File: config.mk
export PLATFORM = sky130hd
export DESIGN_NAME = mips_multicycle_control
export DESIGN_NICKNAME = d
export VERILOG_FILES = /design/src/rtl/mips_pkg.sv /design/src/rtl/mips_ctrl_wait_timer.sv /design/src/rtl/mips_multicycle_control.sv
export SDC_FILE = /design/constraint.sdc
export NUM_CORES = 1
export LEC_CHECK = 0
export CELL_PAD_IN_SITES_DETAIL_PLACEMENT = 1
export CELL_PAD_IN_SITES_GLOBAL_PLACEMENT = 2
export CORE_UTILIZATION = 28
export DETAILED_ROUTE_END_ITERATION = 8
export GPL_TIMING_DRIVEN = 0
export PLACE_DENSITY = 0.95
export SETUP_SLACK_MARGIN = 0.3
export SYNTH_ARGS = -nofsm -noshare
export SYNTH_HDL_FRONTEND = slang
export SYNTH_SLANG_ARGS = --single-unit
File: constraint.sdc
create_clock -name clk -period 4.1 [get_ports clk]
set_clock_uncertainty 0.15 [all_clocks]
set_input_delay 0.82 -clock clk [delete_from_list [all_inputs] [get_ports clk]]
set_output_delay 0.82 -clock clk [all_outputs]
set_load 0.01 [all_outputs]
File: src/rtl/mips_pkg.sv
// mips_pkg: shared opcodes, FSM state codes, alu_op and trap_cause encodings.
// Optional feature: MIPS_CTRL_BNE_EN makes the dispatch function route bne to BRANCH.
package mips_pkg;
    localparam logic [5:0] OP_RTYPE = 6'b000000;
    localparam logic [5:0] OP_LW    = 6'b100011;
    localparam logic [5:0] OP_SW    = 6'b101011;
    localparam logic [5:0] OP_ADDI  = 6'b001000;
    localparam logic [5:0] OP_BEQ   = 6'b000100;
    localparam logic [5:0] OP_BNE   = 6'b000101;
    localparam logic [5:0] OP_J     = 6'b000010;

    localparam logic [3:0] S_FETCH    = 4'd0;
    localparam logic [3:0] S_DECODE   = 4'd1;
    localparam logic [3:0] S_MEM_ADDR = 4'd2;
    localparam logic [3:0] S_MEM_RD   = 4'd3;
    localparam logic [3:0] S_MEM_WB   = 4'd4;
    localparam logic [3:0] S_MEM_WR   = 4'd5;
    localparam logic [3:0] S_R_EXEC   = 4'd6;
    localparam logic [3:0] S_R_WB     = 4'd7;
    localparam logic [3:0] S_I_EXEC   = 4'd8;
    localparam logic [3:0] S_I_WB     = 4'd9;
    localparam logic [3:0] S_BRANCH   = 4'd10;
    localparam logic [3:0] S_JUMP     = 4'd11;
    localparam logic [3:0] S_TRAP     = 4'd12;

    localparam logic [1:0] ALU_ADD   = 2'b00;
    localparam logic [1:0] ALU_SUB   = 2'b01;
    localparam logic [1:0] ALU_FUNCT = 2'b10;

    localparam logic [1:0] CAUSE_NONE    = 2'b00;
    localparam logic [1:0] CAUSE_ILLEGAL = 2'b01;
    localparam logic [1:0] CAUSE_TIMEOUT = 2'b10;

    function automatic logic [3:0] dispatch(input logic [5:0] op);
        logic w_bne;
`ifdef MIPS_CTRL_BNE_EN
        w_bne = (op == OP_BNE);
`else
        w_bne = 1'b0;
`endif
        return (op == OP_RTYPE)                ? S_R_EXEC   :
               (op == OP_LW || op == OP_SW)    ? S_MEM_ADDR :
               (op == OP_ADDI)                 ? S_I_EXEC   :
               (op == OP_BEQ || w_bne)         ? S_BRANCH   :
               (op == OP_J)                    ? S_JUMP     : S_TRAP;
    endfunction
endpackage

File: src/rtl/mips_ctrl_wait_timer.sv
// mips_ctrl_wait_timer: counts consecutive memory wait cycles and flags a timeout.
module mips_ctrl_wait_timer #(
    parameter int MEM_TIMEOUT = 16
) (
    input  logic clk,
    input  logic rst_n,
    input  logic i_active,
    input  logic i_ready,
    output logic o_timeout
);
    logic [7:0] r_cnt;

    // Count not-ready cycles; completion or leaving a memory state restarts from zero.
    always_ff @(posedge clk or negedge rst_n) begin
        if (!rst_n)
            r_cnt <= '0;
        else
            r_cnt <= (i_active && !i_ready) ? r_cnt + 8'd1 : 8'd0;
    end

    assign o_timeout = i_active && !i_ready && (r_cnt == 8'(MEM_TIMEOUT - 1));
endmodule

File: src/rtl/mips_multicycle_control.sv
// mips_multicycle_control: multicycle MIPS control FSM with memory timeout and illegal-opcode trap.
// Optional feature: define MIPS_CTRL_BNE_EN to execute bne through the BRANCH state.
module mips_multicycle_control
    import mips_pkg::*;
#(
    parameter int MEM_TIMEOUT = 16
) (
    input  logic       clk,
    input  logic       reset,
    input  logic [5:0] opcode,
    input  logic [5:0] funct,
    input  logic       zero,
    input  logic       mem_ready,
    output logic       pc_write,
    output logic       ir_write,
    output logic       i_or_d,
    output logic       mem_read,
    output logic       mem_write,
    output logic       mem_to_reg,
    output logic       reg_dst,
    output logic       reg_write,
    output logic       alu_src_a,
    output logic [1:0] alu_src_b,
    output logic [1:0] alu_op,
    output logic [1:0] pc_source,
    output logic [3:0] state,
    output logic       trap,
    output logic [1:0] trap_cause
);
    logic [3:0] r_state;
    logic       r_run;
    logic       r_trap;
    logic [1:0] r_cause;
    logic [3:0] w_next;
    logic       w_timeout;
    logic       w_take;
    logic       w_unused_funct;
    logic w_fetch, w_decode, w_mem_addr, w_mem_rd, w_mem_wb, w_mem_wr;
    logic w_r_exec, w_r_wb, w_i_exec, w_i_wb, w_branch, w_jump;

    assign w_unused_funct = ^funct;

    // r_run holds every output low from reset until the first clock after release.
    assign w_fetch    = r_run && r_state == S_FETCH;
    assign w_decode   = r_run && r_state == S_DECODE;
    assign w_mem_addr = r_run && r_state == S_MEM_ADDR;
    assign w_mem_rd   = r_run && r_state == S_MEM_RD;
    assign w_mem_wb   = r_run && r_state == S_MEM_WB;
    assign w_mem_wr   = r_run && r_state == S_MEM_WR;
    assign w_r_exec   = r_run && r_state == S_R_EXEC;
    assign w_r_wb     = r_run && r_state == S_R_WB;
    assign w_i_exec   = r_run && r_state == S_I_EXEC;
    assign w_i_wb     = r_run && r_state == S_I_WB;
    assign w_branch   = r_run && r_state == S_BRANCH;
    assign w_jump     = r_run && r_state == S_JUMP;

`ifdef MIPS_CTRL_BNE_EN
    assign w_take = (opcode == OP_BNE) ? !zero : zero;
`else
    assign w_take = zero;
`endif

    mips_ctrl_wait_timer #(.MEM_TIMEOUT(MEM_TIMEOUT)) u_timer (
        .clk       (clk),
        .rst_n     (reset),
        .i_active  (w_fetch || w_mem_rd || w_mem_wr),
        .i_ready   (mem_ready),
        .o_timeout (w_timeout)
    );

    // Next state; mem_ready is tested before the timeout so completion wins a tie.
    always_comb begin
        w_next = r_state;
        if (r_run)
            case (r_state)
                S_FETCH:    w_next = mem_ready ? S_DECODE : w_timeout ? S_TRAP : S_FETCH;
                S_DECODE:   w_next = dispatch(opcode);
                S_MEM_ADDR: w_next = (opcode == OP_LW) ? S_MEM_RD : S_MEM_WR;
                S_MEM_RD:   w_next = mem_ready ? S_MEM_WB : w_timeout ? S_TRAP : S_MEM_RD;
                S_MEM_WR:   w_next = mem_ready ? S_FETCH : w_timeout ? S_TRAP : S_MEM_WR;
                S_R_EXEC:   w_next = S_R_WB;
                S_I_EXEC:   w_next = S_I_WB;
                S_TRAP:     w_next = S_TRAP;
                default:    w_next = S_FETCH;
            endcase
    end

    // State register, run qualifier and sticky trap record captured on entry to TRAP.
    always_ff @(posedge clk or negedge reset) begin
        if (!reset) begin
            r_state <= S_FETCH;
            r_run   <= 1'b0;
            r_trap  <= 1'b0;
            r_cause <= CAUSE_NONE;
        end else begin
            r_run   <= 1'b1;
            r_state <= w_next;
            if (w_next == S_TRAP && r_state != S_TRAP) begin
                r_trap  <= 1'b1;
                r_cause <= (r_state == S_DECODE) ? CAUSE_ILLEGAL : CAUSE_TIMEOUT;
            end
        end
    end

    assign pc_write   = (w_fetch && mem_ready) || w_jump || (w_branch && w_take);
    assign ir_write   = w_fetch && mem_ready;
    assign i_or_d     = w_mem_rd || w_mem_wr;
    assign mem_read   = w_fetch || w_mem_rd;
    assign mem_write  = w_mem_wr;
    assign mem_to_reg = w_mem_wb;
    assign reg_dst    = w_r_wb;
    assign reg_write  = w_mem_wb || w_r_wb || w_i_wb;
    assign alu_src_a  = w_mem_addr || w_r_exec || w_i_exec || w_branch;
    assign alu_src_b  = w_fetch ? 2'b01 : w_decode ? 2'b11 : (w_mem_addr || w_i_exec) ? 2'b10 : 2'b00;
    assign alu_op     = w_r_exec ? ALU_FUNCT : w_branch ? ALU_SUB : ALU_ADD;
    assign pc_source  = w_branch ? 2'b01 : w_jump ? 2'b10 : 2'b00;
    assign state      = r_state;
    assign trap       = r_trap;
    assign trap_cause = r_cause;
endmodule

## Yosys cells after proc, flatten, opt, wreduce, memory -nomap -nowiden

Cells that the tools add are included.

- Register bits: 16
- Output and inout bits: 22

- Muxes and demuxes: 23
- $add $sub $neg: 1
- Eq/ne operators: 20
- Reduce and logical (&&, ||, !) cells: 32

Operators by type and width:

| operator | count |
|---|---|
| $mux W4 | 9 |
| $pmux W4 S8 | 1 |
| $eq A4 B4 Y1 const B | 6 |
| $logic_and A1 B1 Y1 | 17 |
| $eq A4 B3 Y1 const B | 4 |
| $mux W2 | 7 |
| $eq A6 B6 Y1 const B | 2 |
| $logic_or A1 B1 Y1 | 12 |
| $mux W3 | 4 |
| $add A8 B1 Y8 const B | 1 |
| $eq A4 B2 Y1 const B | 2 |
| $eq A8 B4 Y1 const B | 1 |
| $mux W8 | 1 |
| $eq A6 B2 Y1 const B | 1 |
| $eq A6 B3 Y1 const B | 1 |
| $eq A6 B4 Y1 const B | 1 |
| $logic_not A6 Y1 | 1 |
| $eq A4 B1 Y1 const B | 1 |
| $logic_not A4 Y1 | 1 |
| $ne A4 B4 Y1 const B | 1 |
| $logic_not A1 Y1 | 1 |
| $mux W1 | 1 |

## Longest topological paths before layout

- Depth after elaboration: 12
- Gate-level depth with buffers: 8
- Depth with buffers taken out: 7

## Cells and area by module

A second synthesis with hierarchy kept.

- Cell total of the unflattened synthesis: 161
- Area, all modules: 1317.5 um^2

Modules (own cells, without submodules):

| module | times used | cells each | area each (um^2) |
|---|---|---|---|
| mips_multicycle_control | 1 | 124 | 922.1 |
| mips_ctrl_wait_timer | 1 | 37 | 395.4 |

## Worst setup path before layout

Ideal clock, no wire load.

- Path type: flip-flop to output port
- From: reg r_state[1], in the netlist state[1]
- To: out ir_write
- Cell stages (with the launch flop): 5
- Data arrival time: 1.424 ns
- Path slack: 1.706 ns
- Cell sequence: dfrtp_1 -> clkbuf_1 -> buf_2 -> nor3_1 -> and3_1

- Cells in the longest elaborated chain, start to end: 3

Ends and longest elaborated chain:

| what | RTL line | source |
|---|---|---|
| from (decl) | mips_multicycle_control.sv:30 | `logic [3:0] r_state;` |
| from (signal assigned) | mips_multicycle_control.sv:97 | `r_state <= w_next;` |
| $logic_not A4 Y1 | mips_multicycle_control.sv:44 | `assign w_fetch = r_run && r_state == S_FETCH;` |
| $logic_and A1 B1 Y1 | mips_multicycle_control.sv:44 |  |
| $logic_and A1 B1 Y1 | mips_multicycle_control.sv:106 | `assign ir_write = w_fetch && mem_ready;` |
| to (decl) | mips_multicycle_control.sv:15 | `output logic ir_write,` |

Every way passes these cells.

## Worst setup path after layout

- From: in mem_ready
- To: out pc_write

- Cells in the longest elaborated chain, start to end: 3

Ends and longest elaborated chain:

| what | RTL line | source |
|---|---|---|
| from (decl) | mips_multicycle_control.sv:13 | `input logic mem_ready,` |
| $logic_and A1 B1 Y1 | mips_multicycle_control.sv:105 | `assign pc_write = (w_fetch && mem_ready) \|\| w_jump \|\| (w_branch && w_take);` |
| $logic_or A1 B1 Y1 (2 in series) | mips_multicycle_control.sv:105 |  |
| to (decl) | mips_multicycle_control.sv:14 | `output logic pc_write,` |

Every way passes these cells.

==> results.ini <==
[setup_path]
cp_max_fo=8
cp_cell_sequence=clkdlybuf4s50_1 -> nand2_1 -> or3_1 -> a21oi_1 -> clkdlybuf4s50_1
cp_slowest_cell=clkdlybuf4s50_1
crit_type=in2out
cp-start-kind=primary input
cp_common_cell=clkdlybuf4s50_1
cpPeakStageDelay_ns=0.66
reg2reg_slack_ns=1.54
timing.critical_path.arrival_ns=2.55
path_delay_family=buffers and inverters
worst_setup_path_end_kind=output pin
crit_required_ns=3.13
r2r-start=state[1]
reg2regPathDepth=6
rr_endpoint=trap_cause[1]
crit_buf_inv=2

[grt]
antenna_found_initial=0
track_usage_pct=18.9
grt_max_degree=17
grt_pass1_vias=1429
grt_pass1_wl_um=6620
overflow=0

[placement]
globalplace.congestion=0.846
place_area_sq_um=1600
dpl.hpwl_um=2900
io_buffer_count=31

[cells_and_area]
final_nets=207
diodes=0
final_cell_mix=clkdlybuf4s50_1, nor2_1, dfrtp_1
drive_gt1_share_pct=10.1
design_area_sq_um=1660
layout_commonest_cell=clkdlybuf4s50_1
syn_to_final_growth_pct=34.8

[power_and_ir_drop]
leakage_nw=0.644
power_density_nw_per_um2=504
ir_drop_mv=0.232

[worst_hold_path]
hold_path_end=u_timer.r_cnt[0]
whs_path_depth=1
hp-class=reg2reg
min-delay-start=u_timer.r_cnt[0]

[clocking]
numCtsBuffers=3
htree_levels=1
postCtsHoldBufs=0
cts_tree=done
post_cts_resized=0
cts_setup_buffers=0
insertion_delay_ns=0.26
clkTransAtPathRegs_ns=0.06
clockBufferDepth=2
cts_root_buf=clkbuf_8
cts_sinks=16

[synth]
synth_edf_count=0
synth_area_sq_um=1230
ys_ff_latch=16
synth_async_sr_flop_share_pct=100
ys_types=48
synth_nets=171
netlist_instances=154
ys_seq_area_share_pct=32.5
synthFlopType=dfrtp_1
postSynthAreaPerCell_sq_um=7.99
ys_warn_count=0

[drt]
ant_nets=0
drcViolationCount=0
routed_wl_um=3820
via_per_inst=5.42
routedWlPerCell_um=16.0
drt-pass1-iter-count=4
drt_iter0_markers=35
vias=1295

[sta]
rsz0062_at_grt=false
period_needed_ns=3.52
finalHoldViolations=0
maxSlewHeadroom_pct=52.1
maxSlewViolCount=0
min_period_over_period_pct=85.9
worst_pin_slew_ns=0.710
max_clock_freq_mhz=284
finalSetupViolations=0
fin_setup_tns_ns=0

[floorplanning]
start_util_pct=29.9
chipHeight_um=68.3
core_sq_um=4120
rows=23
pin_count=38
dieArea_sq_um=4670
die_w_um=68.3

[outcome]
outcome=finished clean

[run]
cap_viol_max_count=0

## flip-flops by register name, summed over array words and instances (netlist names)
signal,count
r_run,1
trap,1
u_timer.r_cnt,8
state,4
trap_cause,2
## cell families after synthesis
logic type,synth area share [%]
AND/OR/NAND/NOR,29.6
buffers and inverters,6.71
flip-flops,32.5
other,0.305
AO/OA/AOI/OAI,23.5
XOR/XNOR,6.40
adder cells (fa/ha/maj),1.02
## where the power goes
part | internal [W] | switching [W]
Combinational | 0.000218 | 0.000263
Clock | 0.0000855 | 0.0000588
Sequential | 0.000187 | 0.0000247
Total | 0.000490 | 0.000347
## layout make-up
class,count,area (sq um)
multi-input combinational,121,748
fill,503,2460
clock buffer,4,55.1
tap,50,62.6
sequential,16,400
buffer,12,63.8
inverter,5,18.8
timing repair buffer,31,310
## synthesized netlist by cell type (2+ instances only)
library cell	number	area [sq um]
a21oi_1	7	35.0
nand2b_1	5	31.3
nand3_1	8	40.0
nor3_1	10	50.1
o22ai_1	3	18.8
nand2_1	7	26.3
and4_1	2	17.5
o21bai_1	2	15.0
nor2_1	22	82.6
o211ai_1	2	15.0
dfrtp_1	16	400
a211oi_1	2	15.0
nor4_1	2	12.5
and3_1	5	31.3
xnor2_1	6	52.6
buf_4	3	22.5
buf_2	6	30.0
xor2_1	3	26.3
clkbuf_1	3	11.3
a211o_1	2	17.5
o21ai_0	8	40.0
inv_1	4	15.0
## how the worst max path moves through the flow
stage | start | endpoint | cells past startpoint
after floorplan | state[1] | ir_write | 4
after global placement | mem_ready | pc_write | 5
after detailed placement | mem_ready | pc_write | 5
after CTS | mem_ready | pc_write | 5
after global routing | mem_ready | pc_write | 5
final | mem_ready | pc_write | 5
## metrics by stage
step / total power [W] / utilization [%] / std cells / worst slack, ns / hold WS [ns]
6_report: 0.000836 / 40.3 / 239 / 0.577 / 0.305
5_1_grt: 0.000901 / 40.3 / 239 / 0.485 / 0.356
4_1_cts: 0.000839 / 40.3 / 239 / 0.585 / 0.313
3_5_place_dp: 0.000693 / 39.0 / 235 / 0.584 / 0.305
3_3_place_gp: 0.000677 / 39.0 / 235 / 0.598 / 0.287
2_1_floorplan: 0.000502 / - / 154 / 1.71 / 0.275
## per-layer routing
| layer | GRT usage (%) | up-vias | wire [um] |
|---|---|---|---|
| li1 | - | 627 | - |
| met1 | 25.6 | 642 | 1840 |
| met2 | 31.3 | 23 | 1830 |
| met3 | 3.67 | 3 | 129 |
| met4 | 3.39 | 0 | 18 |
| met5 | 0 | - | 0 |
(Power assumes the default switching activity.)
